## src/rtl/viterbi_pkg.sv

```systemverilog
// Shared constants and types for the K=3 convolutional encoder and the Viterbi decoder.
// The generator constants here are also the ones the decoder's branch metric logic uses.
package viterbi_pkg;

    localparam int unsigned K = 3;

    // MSB taps the current bit, LSB the oldest register bit
    localparam logic [K-1:0] G0_DEF = 3'b111;
    localparam logic [K-1:0] G1_DEF = 3'b101;

    typedef enum logic [1:0] {
        IDLE  = 2'd0,
        DATA  = 2'd1,
        FLUSH = 2'd2
    } enc_state_t;

    function automatic logic gen_parity(input logic [K-1:0] g, input logic [K-1:0] taps);
        return ^(g & taps);
    endfunction

endpackage

```

## src/rtl/conv_encoder_if.sv

```systemverilog
// Handshake and symbol bus of the convolutional encoder.
// master drives the information bits; slave is the encoder.
interface conv_encoder_if;
    logic start;
    logic in_valid;
    logic in_bit;
    logic in_ready;
    logic out_valid;
    logic out_c0;
    logic out_c1;
    logic busy;
    logic frame_done;

    modport master (
        output start, in_valid, in_bit,
        input  in_ready, out_valid, out_c0, out_c1, busy, frame_done
    );

    modport slave (
        input  start, in_valid, in_bit,
        output in_ready, out_valid, out_c0, out_c1, busy, frame_done
    );
endinterface

```

## src/rtl/conv_enc_core.sv

```systemverilog
// Encoder datapath: trellis shift register, generator parity and registered symbol output.
// One symbol is produced for every cycle load_en is high; clr zeroes the trellis state.
module conv_enc_core
    import viterbi_pkg::*;
#(
    parameter logic [K-1:0] G0 = G0_DEF,
    parameter logic [K-1:0] G1 = G1_DEF
) (
    input  logic clk,
    input  logic reset,
    input  logic load_en,
    input  logic u,
    input  logic clr,
    output logic c0,
    output logic c1,
    output logic valid
);

    logic [K-2:0] s_q;
    logic         c0_q;
    logic         c1_q;
    logic         valid_q;
    logic [K-1:0] taps;

    assign taps = {u, s_q};

    always_ff @(posedge clk) begin
        if (reset) begin
            s_q     <= '0;
            c0_q    <= 1'b0;
            c1_q    <= 1'b0;
            valid_q <= 1'b0;
        end else begin
            valid_q <= load_en;
            if (clr) begin
                s_q <= '0;
            end else if (load_en) begin
                s_q  <= {u, s_q[K-2:1]};
                c0_q <= gen_parity(G0, taps);
                c1_q <= gen_parity(G1, taps);
            end
        end
    end

    assign c0    = c0_q;
    assign c1    = c1_q;
    assign valid = valid_q;

endmodule

```

## src/rtl/conv_encoder.sv

```systemverilog
// Rate-1/2 K=3 framed convolutional encoder: FRAME_LEN data bits followed by two zero tail
// bits, so every frame ends in trellis state 0.
module conv_encoder
    import viterbi_pkg::*;
#(
    parameter int unsigned  FRAME_LEN = 16,
    parameter logic [K-1:0] G0        = G0_DEF,
    parameter logic [K-1:0] G1        = G1_DEF
) (
    input  logic           clk,
    input  logic           reset,
    conv_encoder_if.slave  bus
);

    localparam int unsigned     CW   = $clog2(FRAME_LEN + 1);
    localparam logic [CW-1:0]   LAST = CW'(FRAME_LEN - 1);

    enc_state_t    state_q, state_d;
    logic [CW-1:0] cnt_q, cnt_d;
    logic          flush_q, flush_d;
    logic          done_q, done_d;
    logic          accept;
    logic          load_en;
    logic          clr;
    logic          u;

    assign accept  = (state_q == DATA) && bus.in_valid;
    assign u       = (state_q == DATA) && bus.in_bit;
    assign load_en = accept || (state_q == FLUSH);

    always_comb begin
        state_d = state_q;
        cnt_d   = cnt_q;
        flush_d = flush_q;
        done_d  = 1'b0;
        clr     = 1'b0;
        case (state_q)
            IDLE: begin
                if (bus.start) begin
                    state_d = DATA;
                    cnt_d   = '0;
                    clr     = 1'b1;
                end
            end
            DATA: begin
                if (accept) begin
                    cnt_d = cnt_q + CW'(1);
                    if (cnt_q == LAST) begin
                        state_d = FLUSH;
                        flush_d = 1'b0;
                    end
                end
            end
            FLUSH: begin
                flush_d = 1'b1;
                // done is registered so it lines up with the last tail symbol
                if (flush_q) begin
                    state_d = IDLE;
                    flush_d = 1'b0;
                    done_d  = 1'b1;
                end
            end
            default: state_d = IDLE;
        endcase
    end

    always_ff @(posedge clk) begin
        if (reset) begin
            state_q <= IDLE;
            cnt_q   <= '0;
            flush_q <= 1'b0;
            done_q  <= 1'b0;
        end else begin
            state_q <= state_d;
            cnt_q   <= cnt_d;
            flush_q <= flush_d;
            done_q  <= done_d;
        end
    end

    conv_enc_core #(
        .G0 (G0),
        .G1 (G1)
    ) u_core (
        .clk     (clk),
        .reset   (reset),
        .load_en (load_en),
        .u       (u),
        .clr     (clr),
        .c0      (bus.out_c0),
        .c1      (bus.out_c1),
        .valid   (bus.out_valid)
    );

    assign bus.in_ready   = (state_q == DATA);
    assign bus.busy       = (state_q != IDLE);
    assign bus.frame_done = done_q;

endmodule

```

## src/flat_wrapper.sv

```systemverilog
// flat-port wrapper written by rule: the top's interface ports become plain ports
module conv_encoder_flat import viterbi_pkg::*;
#(
    parameter int unsigned  FRAME_LEN = 16,
    parameter logic [K-1:0] G0        = G0_DEF,
    parameter logic [K-1:0] G1        = G1_DEF
)
  (clk, reset, bus_start, bus_in_valid, bus_in_bit, bus_in_ready, bus_out_valid, bus_out_c0, bus_out_c1, bus_busy, bus_frame_done);
  conv_encoder_if bus_i ();
  input  logic clk;
  input  logic reset;
  input wire logic [$bits(bus_i.start)-1:0] bus_start;
  input wire logic [$bits(bus_i.in_valid)-1:0] bus_in_valid;
  input wire logic [$bits(bus_i.in_bit)-1:0] bus_in_bit;
  output wire logic [$bits(bus_i.in_ready)-1:0] bus_in_ready;
  output wire logic [$bits(bus_i.out_valid)-1:0] bus_out_valid;
  output wire logic [$bits(bus_i.out_c0)-1:0] bus_out_c0;
  output wire logic [$bits(bus_i.out_c1)-1:0] bus_out_c1;
  output wire logic [$bits(bus_i.busy)-1:0] bus_busy;
  output wire logic [$bits(bus_i.frame_done)-1:0] bus_frame_done;
  assign bus_i.start = bus_start;
  assign bus_i.in_valid = bus_in_valid;
  assign bus_i.in_bit = bus_in_bit;
  assign bus_in_ready = bus_i.in_ready;
  assign bus_out_valid = bus_i.out_valid;
  assign bus_out_c0 = bus_i.out_c0;
  assign bus_out_c1 = bus_i.out_c1;
  assign bus_busy = bus_i.busy;
  assign bus_frame_done = bus_i.frame_done;
  conv_encoder #(.FRAME_LEN(FRAME_LEN), .G0(G0), .G1(G1)) u_core (.clk(clk), .reset(reset), .bus(bus_i));
endmodule
```

## config.mk

```make
export PLATFORM = sky130hd
export DESIGN_NAME = conv_encoder_flat
export DESIGN_NICKNAME = d
export VERILOG_FILES = /design/src/rtl/viterbi_pkg.sv /design/src/rtl/conv_encoder_if.sv /design/src/rtl/conv_enc_core.sv /design/src/rtl/conv_encoder.sv /design/src/flat_wrapper.sv
export SDC_FILE = /design/constraint.sdc
export NUM_CORES = 1
export LEC_CHECK = 0
export ABC_AREA = 1
export CAP_MARGIN = 30
export CORE_ASPECT_RATIO = 1.25
export CORE_UTILIZATION = 41
export DETAILED_ROUTE_END_ITERATION = 16
export PLACE_DENSITY = 0.6
export SLEW_MARGIN = 20
export SYNTH_ARGS = -nofsm -noshare
export SYNTH_HDL_FRONTEND = slang
export SYNTH_HIERARCHICAL = 1
export SYNTH_SLANG_ARGS = --single-unit
```

## constraint.sdc

```tcl
create_clock -name clk -period 2.6 [get_ports clk]
set_input_delay 0.52 -clock clk [delete_from_list [all_inputs] [get_ports clk]]
set_output_delay 0.52 -clock clk [all_outputs]
set_load 0.05 [all_outputs]
```

# Yosys cells after proc, flatten, opt, wreduce, memory -nomap -nowiden

Index checks and enable logic that the tools add are counted.

Register bits after elaboration: 14
Bits of input ports: 5
Output and inout bits: 6
Logic and storage cells: 48

$add $sub $neg: 1
Equal/unequal tests: 7
Multiplexer cells: 15
Bitwise logic cells: 2
Reduce and logical (&&, ||, !) cells: 15

Operator list:

| kind                                                                     | count |
|---|---|
| 5-bit 2-to-1 mux                                                         | 2 |
| 5-bit one-hot mux with 2 select lines                                    | 1 |
| 2-bit 2-to-1 mux                                                         | 4 |
| 1-bit 2-to-1 mux                                                         | 6 |
| 2-bit by 1-bit inequality test with 1-bit output (second input constant) | 3 |
| 2-bit one-hot mux with 3 select lines                                    | 1 |
| 3-bit AND reduction                                                      | 2 |
| 2-bit nonzero test                                                       | 3 |
| 3-bit XOR reduction                                                      | 2 |
| 5-bit by 1-bit adder with 5-bit output (second input constant)           | 1 |
| 5-bit by 4-bit equality test with 1-bit output (second input constant)   | 1 |
| 4-bit AND reduction                                                      | 1 |
| 2-bit OR reduction                                                       | 2 |
| 2-bit by 1-bit equality test with 1-bit output (second input constant)   | 1 |
| 2-bit equality test (second input constant)                              | 1 |
| 1-bit logical AND                                                        | 2 |
| 2-bit logical NOT                                                        | 1 |
| 2-bit inequality test (second input constant)                            | 1 |
| 1-bit inverter                                                           | 2 |
| 1-bit one-hot mux with 2 select lines                                    | 1 |
| 2-bit AND reduction                                                      | 1 |
| 1-bit logical OR                                                         | 1 |

# Longest topological paths before layout

Word-level depth: 4
Depth in mapped cells: 9
Gate-level depth less buffers: 9

# Modules after synthesis

The synthesis kept the hierarchy.

By module, submodules not included:

| module        | instances | cells an instance | area an instance (µm²) | seq. area each (µm²) |
|---|---|---|---|---|
| conv_encoder  | 1         | 70                | 485.5                  | 180.2 |
| conv_enc_core | 1         | 29                | 210.2                  | 100.1 |

# Worst setup path after synthesis

Ideal clock, no wire load.

Kind: register -> register
Start: reg u_core.state_q[0]
End: reg u_core.u_core.c0_q, in the netlist u_core/u_core/c0
Setup time: 0.120 ns
Arrival time: 1.360 ns
Required time: 2.480 ns
Path slack: 1.120 ns
Stages on the path, launching flop included: 10
Buffers on the path: 0
Cell sequence: dfxtp_1 -> inv_2 -> nor2_4 -> inv_1 -> nor2_1 -> inv_1 -> nand2_1 -> nand3_1 -> nand2_1 -> a21oi_1

RTL lines:

| what                                           | RTL line            | text |
|---|---|---|
| start, declared                                | conv_encoder.sv:18  | `enc_state_t state_q, state_d;` |
| start signal, assigned                         | conv_encoder.sv:74  | `state_q <= state_d;` |
| 2-bit by 1-bit equality test with 1-bit output | n/a                 |  |
| net bus_in_ready                               | flat_wrapper.sv:15  | `output wire logic [$bits(bus_i.in_ready)-1:0] bus_in_ready;` |
| 1-bit logical AND                              | conv_encoder.sv:28  | `assign u = (state_q == DATA) && bus.in_bit;` |
| net u_core.u                                   | conv_encoder.sv:25  | `logic u;` |
| 3-bit XOR reduction                            | viterbi_pkg.sv:18   | `return ^(g & taps);` |
| end signal, assigned                           | conv_enc_core.sv:39 | `c0_q <= gen_parity(G0, taps);` |
| end, declared                                  | conv_enc_core.sv:20 | `logic c0_q;` |

The timed path passes the listed nets, and every way through them passes these cells.
A chain may end at the register's enable or synchronous reset.

# Worst setup path in the final report

Start: reg u_core.state_q[0]
End: out bus_in_ready

Cells in the longest elaborated chain, start to end: 1

Ends and longest elaborated chain:

| what                                           | RTL line           | text |
|---|---|---|
| 2-bit by 1-bit equality test with 1-bit output | conv_encoder.sv:95 | `assign bus.in_ready = (state_q == DATA);` |
| end, declared                                  | flat_wrapper.sv:15 |  |

No other way between the ends.

==> flow_summary.ini <==
[logic_synthesis]
ys_seq_elements = 14
yosysSeqAreaShare = 0.403
synthesis.area_um2 = 696
synth_area_per_cell_um2 = 7.03
syn-num-nets = 106
yosysWarnings = 6
synth_cell_type_count = 19
syn_inst = 99

[cells_and_area]
final_core_util = 0.540
antenna_cells = 0
layout_common_cells = nand2_1, dfxtp_1, nor2_1
nets = 121
final_common_cell = nand2_1
fin_cells = 131
drive_gt1_frac = 0.124
fillers = 156
area_growth_pct = 22.8

[min_path]
min_path_type = flop to flop
hp-start = u_core/flush_q$_SDFFE_PP0P_

[placement]
port_buffers = 10
hpwl_um = 1060
dp_cells = 127
routabilityCongestion = 0.848

[grt]
grt_max_degree = 11
grt_pass1_vias = 502
grt_pass1_wl_um = 2110
grtUsageTotal = 0.173
grt_overflow_total = 0
antenna_found_initial = 0

[setup_path]
required_ns = 2.08
cp-start-kind = flop
path_max_fanout = 5
r2r_start = u_core/state_q[0]$_SDFFE_PP0P_
critPathMaxStageDelay_ns = 0.82
worstSetupEndpointType = output port
critical_path_class = flop to output port
worstSetupStartpoint = u_core/state_q[0]$_SDFFE_PP0P_
arrival_ns = 1.74
slowest_stage = clkdlybuf4s50_1
crit_family = buffers and inverters
cp_cell_sequence = inv_2 > nor2_4 > clkdlybuf4s50_1
path_buf_inv = 2

[clocking]
cts_setup_buffers = 0
clock-sinks = 14
cts_buffers = 3
cts_tree = done
cts_resized = 0
clk_pin_slew_ns = 0.09
clockBufferDepth = 2
hold_buffers = 0
insertion_delay_ns = 0.27
htreeDepth = 1
root_buffer = clkbuf_4

[floorplanning]
die_area_um2 = 1870
die_w_um = 38.8
floorplan.initialDensity = 0.440
rows = 16
core-area_um2 = 1580
design.portCount = 11
die_h_um = 48.1

[routing]
via_count = 630
drc = 0
drtPass1Iterations = 4
drt-total-wl_um = 1320
drt_iter0_markers = 9
routedWlPerCell_um = 10.0
antenna_left = 0
viasPerCell = 4.81

[sta]
max_slew.worst_pin.slew_ns = 0.489
period_needed_ns = 2.26
rsz0062_at_grt = no
max_slew_margin = 0.673
hold_viol = 0
drv_slew = 0
finalSetupViolations = 0
fin_skew_ns = 0.00478
fin_crit_sh = 0.868
fmax_mhz = 443
fin_tns_setup_ns = 0
holdWs_ns = 0.463

[power]
power_density_nw_per_um2 = 1120
irDropWorstVdd_v = 0.000628
leakage_nw = 0.361

[job]
maxCapViolations = 0

[outcome]
outcome = completed
## logic make-up (layout without fill, tap and decap cells)
kind of cell    count (synthesis)  count (layout)  synth area share
compound gates                 17              17             0.146
buf+inv                        16              30            0.0863
flops                          14              14             0.403
fa+ha+maj                       2               2            0.0360
simple gates                   50              50             0.329
## worst paths after layout
kind	to	slack (ns)	cells after the start
setup / recovery	bus_in_ready	0.34	3
hold / removal	u_core/flush_q$_SDFFE_PP0P_	0.46	2
setup reg to reg	u_core/u_core/c0$_SDFFE_PP0P_	1.18	9
hold reg to reg	u_core/flush_q$_SDFFE_PP0P_	0.46	2
## worst reg2reg max path, cell delays in order (launching register included)
cell	delay (ns)
dfxtp_1	0.40
inv_2	0.08
nor2_4	0.15
inv_1	0.11
nor2_1	0.19
inv_1	0.10
nand2_1	0.09
nand3_1	0.06
nand2_1	0.07
a21oi_1	0.06
## metal layers
layer | GRT usage | share of wire | vias up | wire length [µm]
met3 | 0.0419 | 0.025 | 2 | 33
met2 | 0.260 | 0.46 | 8 | 603
met1 | 0.213 | 0.51 | 274 | 665
met5 | 0 | 0 | - | 0
met4 | 0.124 | 0.011 | 0 | 14
li1 | - | - | 346 | -
## metrics by stage
stage / setup WS [ns] / cell area (µm²) / power (mW)
final: 0.344 / 855 / 0.954
after global routing: 0.254 / 855 / 1.03
after CTS: 0.325 / 855 / 0.965
after detailed placement: 0.645 / 818 / 0.808
after global placement: 0.664 / 818 / 0.808
after floorplan: 1.12 / 696 / 0.678
## Yosys cell counts
| master | instances | area [µm²] |
|---|---|---|
| a211oi_1 | 2 | 15.0 |
| a21oi_1 | 9 | 45.0 |
| and3_1 | 1 | 6.26 |
| dfxtp_1 | 14 | 280 |
| ha_1 | 2 | 25.0 |
| inv_1 | 12 | 45.0 |
| inv_2 | 4 | 15.0 |
| nand2_1 | 21 | 78.8 |
| nand2_4 | 1 | 11.3 |
| nand3_1 | 6 | 30.0 |
| nand3b_1 | 1 | 7.51 |
| nor2_1 | 13 | 48.8 |
| nor2_2 | 3 | 18.8 |
| nor2_4 | 1 | 11.3 |
| nor3_1 | 2 | 10.0 |
| o21ai_0 | 3 | 15.0 |
| o21ai_1 | 2 | 10.0 |
| o21ai_4 | 1 | 16.3 |
| or2_1 | 1 | 6.26 |
## sequential cells by signal (all words and copies together), names as in the netlist
register	cells
u_core/cnt_q	5
u_core/state_q	2
u_core/u_core/s_q	2
u_core/bus.frame_done	1
u_core/flush_q	1
u_core/u_core/c0	1
u_core/u_core/c1	1
u_core/u_core/valid	1
## final cells by class
cell class	count	area, µm²	share of cell area
multi-input cells	69	355	0.416
inverters	16	60.1	0.0703
well taps	18	22.5	0.0264
repair buffers	10	100	0.117
clock buffers	4	36.3	0.0425
flip-flops and latches	14	280	0.328
## report_power, final
| group | total, mW | switching (mW) | internal [mW] | leakage [nW] |
|---|---|---|---|---|
| Clock | 0.154 | 0.0689 | 0.0851 | 0.0210 |
| Combinational | 0.500 | 0.339 | 0.161 | 0.226 |
| Sequential | 0.300 | 0.0388 | 0.261 | 0.114 |
Note: power is estimated with default switching activity, not from simulation.
